--- config.mk ---
export PLATFORM = sky130hd
export DESIGN_NAME = sc_stream_sequencer
export DESIGN_NICKNAME = d
export VERILOG_FILES = /design/src/rtl/sc_pkg.sv /design/src/rtl/sc_lfsr.sv /design/src/rtl/sc_stream_sequencer.sv
export SDC_FILE = /design/constraint.sdc
export NUM_CORES = 1
export LEC_CHECK = 0
export CORE_MARGIN = 2
export CORE_UTILIZATION = 58
export DETAILED_ROUTE_END_ITERATION = 10
export PLACE_DENSITY = 0.84
export SKIP_LAST_GASP = 1
export SYNTH_ARGS = -nofsm -noshare
export SYNTH_HDL_FRONTEND = slang
export SYNTH_SLANG_ARGS = --single-unit
--- constraint.sdc ---
create_clock -name clk -period 4.5 [get_ports clk]
set_input_delay 1.35 -clock clk [delete_from_list [all_inputs] [get_ports clk]]
set_output_delay 1.35 -clock clk [all_outputs]
set_load 0.005 [all_outputs]
--- src/rtl/sc_pkg.sv ---
// Shared types and constants for stochastic-computing control blocks.
// Holds the sequencer state encoding and the default 16-bit LFSR polynomial and seed.
package sc_pkg;

  typedef enum logic [1:0] {
    IDLE = 2'd0,
    RUN  = 2'd1,
    DONE = 2'd2
  } state_t;

  localparam int          LFSR_W       = 16;
  // x^16 + x^14 + x^13 + x^11 + 1, expressed as the bits XORed into the new bit 0.
  localparam logic [15:0] LFSR_TAPS    = 16'hB400;
  localparam logic [15:0] DEFAULT_SEED = 16'hACE1;

endpackage

--- src/rtl/sc_lfsr.sv ---
// Fibonacci LFSR, shift-left, feedback = XOR of tapped bits; load reseeds, en advances, else holds.
// One-cycle update latency; an all-zero state reloads SEED on the next edge so the generator never locks up.
module sc_lfsr
  import sc_pkg::*;
#(
  parameter int          W     = LFSR_W,
  parameter logic [W-1:0] TAPS = LFSR_TAPS,
  parameter logic [W-1:0] SEED = DEFAULT_SEED,
  parameter int          OUT_W = W
) (
  input  logic             clk,
  input  logic             rst_n,
  input  logic             load,
  input  logic             en,
  output logic [OUT_W-1:0] q
);

  logic [W-1:0] state_q;
  logic [W-1:0] state_d;
  logic         fb;

  assign fb = ^(state_q & TAPS);

  always_comb begin
    state_d = state_q;
    if (load || (state_q == '0)) begin
      state_d = SEED;
    end else if (en) begin
      state_d = {state_q[W-2:0], fb};
    end
  end

  always_ff @(posedge clk) begin
    if (!rst_n) begin
      state_q <= SEED;
    end else begin
      state_q <= state_d;
    end
  end

  assign q = state_q[OUT_W-1:0];

endmodule

--- src/rtl/sc_stream_sequencer.sv ---
// Runs one 2^LEN_LOG2-cycle stochastic evaluation: latch select, feed LFSR bits, count ones on z, report count.
// done pulses N+1 cycles after start is sampled; start is ignored outside IDLE, abort cancels a run without done.
module sc_stream_sequencer
  import sc_pkg::*;
#(
  parameter int          SEL_W    = 3,
  parameter int          RAND_W   = 6,
  parameter int          LEN_LOG2 = 8,
  parameter logic [15:0] SEED     = DEFAULT_SEED
) (
  input  logic                clk,
  input  logic                rst_n,
  input  logic                start,
  input  logic                abort,
  input  logic [SEL_W-1:0]    x_in,
  input  logic                z_in,
  output logic [SEL_W-1:0]    sel_out,
  output logic [RAND_W-1:0]   rnd_out,
  output logic                busy,
  output logic                done,
  output logic [LEN_LOG2:0]   result
);

  localparam logic [LEN_LOG2-1:0] CYC_LAST = '1;

  state_t              state_q;
  logic [SEL_W-1:0]    sel_q;
  logic [LEN_LOG2:0]   ones_q;
  logic [LEN_LOG2:0]   ones_d;
  logic [LEN_LOG2-1:0] cyc_q;
  logic [LEN_LOG2:0]   result_q;
  logic                busy_q;
  logic                done_q;
  logic                lfsr_load;
  logic                lfsr_en;

  assign lfsr_load = (state_q == IDLE) && start;
  assign lfsr_en   = (state_q == RUN);
  // The final-edge sample is folded in here so result includes all N bits.
  assign ones_d    = ones_q + {{LEN_LOG2{1'b0}}, z_in};

  sc_lfsr #(
    .W     (LFSR_W),
    .TAPS  (LFSR_TAPS),
    .SEED  (SEED),
    .OUT_W (RAND_W)
  ) u_lfsr (
    .clk   (clk),
    .rst_n (rst_n),
    .load  (lfsr_load),
    .en    (lfsr_en),
    .q     (rnd_out)
  );

  always_ff @(posedge clk) begin
    if (!rst_n) begin
      state_q  <= IDLE;
      sel_q    <= '0;
      ones_q   <= '0;
      cyc_q    <= '0;
      result_q <= '0;
      busy_q   <= 1'b0;
      done_q   <= 1'b0;
    end else begin
      case (state_q)
        IDLE: begin
          done_q <= 1'b0;
          if (start) begin
            sel_q   <= x_in;
            ones_q  <= '0;
            cyc_q   <= '0;
            busy_q  <= 1'b1;
            state_q <= RUN;
          end
        end
        RUN: begin
          if (abort) begin
            busy_q  <= 1'b0;
            state_q <= IDLE;
          end else begin
            ones_q <= ones_d;
            cyc_q  <= cyc_q + LEN_LOG2'(1);
            if (cyc_q == CYC_LAST) begin
              busy_q   <= 1'b0;
              done_q   <= 1'b1;
              result_q <= ones_d;
              state_q  <= DONE;
            end
          end
        end
        DONE: begin
          done_q  <= 1'b0;
          state_q <= IDLE;
        end
        default: begin
          busy_q  <= 1'b0;
          done_q  <= 1'b0;
          state_q <= IDLE;
        end
      endcase
    end
  end

  assign sel_out = sel_q;
  assign busy    = busy_q;
  assign done    = done_q;
  assign result  = result_q;

endmodule

==> results.yml <==
outcome:
  status: "completed"
placement:
  io_buffers: 27
  dpl.hpwl_um: 2880
  gp_congestion: 0.852
synth:
  synth_nets: 266
  async_flop_share: 0
  synth-seq-cells: 49
  synthTopCellsByArea: "dfxtp_1, nand2_1, a21oi_1"
  synth_edf_count: 0
  syn_area_um2: 2150
  yosysWarnings: 0
  synth_cell_types: 42
  synthCells: 254
  synth.avg_cell_area_um2: 8.45
  synth_top_cell_area_share: 0.457
  synth.largest_area_cell: "dfxtp_1"
  ys_seq_area_frac: 0.457
  synthFlopType: "dfxtp_1"
pwr:
  powerDensity_nw_per_um2: 314
  p_leak_uw: 0.000857
  ir_worst_vdd_mv: 0.230
route:
  antenna_left: 0
  top_layer_used: "met4"
  met1_length_um: 1910
  drt_iter0_markers: 92
  wl_met3_um: 188
  drc: 0
  num_vias: 1745
  wl_met2_um: 2080
  dr.pass1.iters: 4
  drt_wl_total_um: 4220
  wire_per_inst_um: 13.3
  via_per_inst: 5.49
cts:
  clock_sinks: 49
  cts-root-buf: "clkbuf_8"
  cts_buffers: 5
  cts-hold-fix-buffers: 0
  cts_resized: 0
  cts_buffer_depth: 2
  clk_pin_slew_ns: 0.08
  cts_htree_levels: 2
  cts_tree: "built"
  postCtsSetupBuffers: 0
  clk_latency_ns: 0.30
die:
  dieArea_um2: 4200
  io_pins: 28
  initial_core_util: 0.595
  die_h_um: 64.8
  coreArea_um2: 3610
  rows: 22
  die_w_um: 64.8
job:
  drv_cap: 0
global_route:
  grt_max_degree: 21
  grt.overflow.total: 0
  grt_pass1_vias: 1628
  grt_antenna_before_repair: 0
  grt_first_pass_wirelength_um: 7060
  grt_usage: 0.216
setup_path:
  r2r_end: "result[0]$_SDFFE_PN0P_"
  critical_path_arrival_ns: 3.36
  reg2reg_setup_slack_ns: 2.41
  worst-setup-path-type: "input port to flip-flop"
  cp-start-kind: "input port"
  rr_startpoint: "state_q[1]$_SDFFE_PN0P_"
  startpoint: "abort"
  r2r.worst_path.cells: 4
  cp-endpoint: "result[0]$_SDFFE_PN0P_"
  cp_max_fo: 15
  required_ns: 4.68
  endpoint_kind: "flip-flop"
finish:
  layout_common_cells: "dfxtp_1, nand2_1, a21oi_1"
  nets: 282
  final_core_util: 0.682
  final_common_cell: "dfxtp_1"
  areaGrowthSynthToFinish_pct: 14.5
  drive_gt1_frac: 0.0593
  n_antenna_cell: 0
timing:
  max_slew.worst_pin.slew_ns: 0.708
  finalSetupViolations: 0
  max_freq_mhz: 315
  final.period_utilization: 0.707
  slew_headroom: 0.527
  hold_viol: 0
  grt_setup_unrepaired: "no"
  finClkSkew_ns: 0.00495
  tns_ns: 0
  drv_slew: 0
  fin_crit_ns: 3.18
hold_path:
  hold_class: "flip-flop to flip-flop"
## cell type report
| type | count | area, µm² |
|---|---|---|
| Sequential cell | 49 | 981 |
| Timing Repair Buffer | 28 | 278 |
| Inverter | 4 | 15.0 |
| Clock buffer | 7 | 86.3 |
| Fill cell | 313 | 1150 |
| Multi-Input combinational cell | 182 | 1040 |
| Tap cell | 48 | 60.1 |
## power by group
part | total [µW] | switching (µW) | internal [µW]
Combinational | 65.4 | 38.6 | 26.8
Sequential | 451 | 7.65 | 443
Clock | 255 | 133 | 122
Total | 771 | 180 | 592
## metal layers
metal | GRT usage | vias to the layer above
met4 | 0.0771 | 0
met2 | 0.370 | 32
met1 | 0.258 | 807
met5 | 0 | -
li1 | - | 902
met3 | 0.0590 | 4
## cell families after synthesis
| group | Yosys count | synth area share |
|---|---|---|
| flip-flops | 49 | 0.457 |
| XOR/XNOR | 11 | 0.0449 |
| adder cells (fa/ha/maj) | 4 | 0.0233 |
| AO/OA/AOI/OAI | 58 | 0.167 |
| buffers and inverters | 23 | 0.0594 |
| multiplexers | 2 | 0.00932 |
| AND/OR/NAND/NOR | 107 | 0.239 |
## critical path: stages
cell and delay (ns):
clkdlybuf4s50_1 0.49, or3b_1 0.53, nor3_4 0.66, mux2i_1 0.27, nor2_1 0.06
## cell usage after synthesis, types with 2 or more instances
library cell,number
buf_6,2
nand2b_1,3
a21oi_1,28
nor4_1,3
or4_1,3
nor3_1,4
nor2_1,17
ha_1,4
buf_2,3
clkbuf_1,8
nor2b_1,2
mux2i_1,2
nand2_1,46
dfxtp_1,49
a211oi_1,3
o21ai_0,7
xnor2_1,9
xor2_1,2
o21ai_2,3
a21oi_2,3
nand3_1,17
buf_4,6
nand4_1,3
inv_1,3
o211a_1,3
o21ai_1,2
o211ai_1,2
o31ai_1,3
## through the flow
step / instance area, µm² / worst slack, ns / cells / total power [µW] / hold WS, ns
6_report: 2460 / 1.32 / 318 / 771 / 0.459
2_1_floorplan: 2150 / 1.98 / 254 / 504 / 0.432
3_5_place_dp: 2370 / 1.00 / 311 / 526 / 0.449
4_1_cts: 2460 / 1.32 / 318 / 777 / 0.461
5_1_grt: 2460 / 1.15 / 318 / 803 / 0.492
3_3_place_gp: 2370 / 1.06 / 311 / 525 / 0.444
## sequential cells by signal, indices dropped and copies added (netlist names)
signal          flops
busy                1
cyc_q               8
done                1
ones_q              9
result              9
sel_out             3
state_q             2
u_lfsr.state_q     16
## worst min path at each step
stage / depth (start not counted) / startpoint / to / slack, ns
after floorplan: 2 / u_lfsr.state_q[13]$_SDFFE_PP1N_ / u_lfsr.state_q[14]$_SDFFE_PP0N_ / 0.43
after global placement: 2 / ones_q[0]$_SDFFE_PN0P_ / ones_q[0]$_SDFFE_PN0P_ / 0.44
after detailed placement: 2 / ones_q[0]$_SDFFE_PN0P_ / ones_q[0]$_SDFFE_PN0P_ / 0.45
after CTS: 2 / ones_q[0]$_SDFFE_PN0P_ / ones_q[0]$_SDFFE_PN0P_ / 0.46
after global routing: 2 / ones_q[0]$_SDFFE_PN0P_ / ones_q[0]$_SDFFE_PN0P_ / 0.49
final: 2 / ones_q[0]$_SDFFE_PN0P_ / ones_q[0]$_SDFFE_PN0P_ / 0.46
Power figures use the tool's default switching activity.
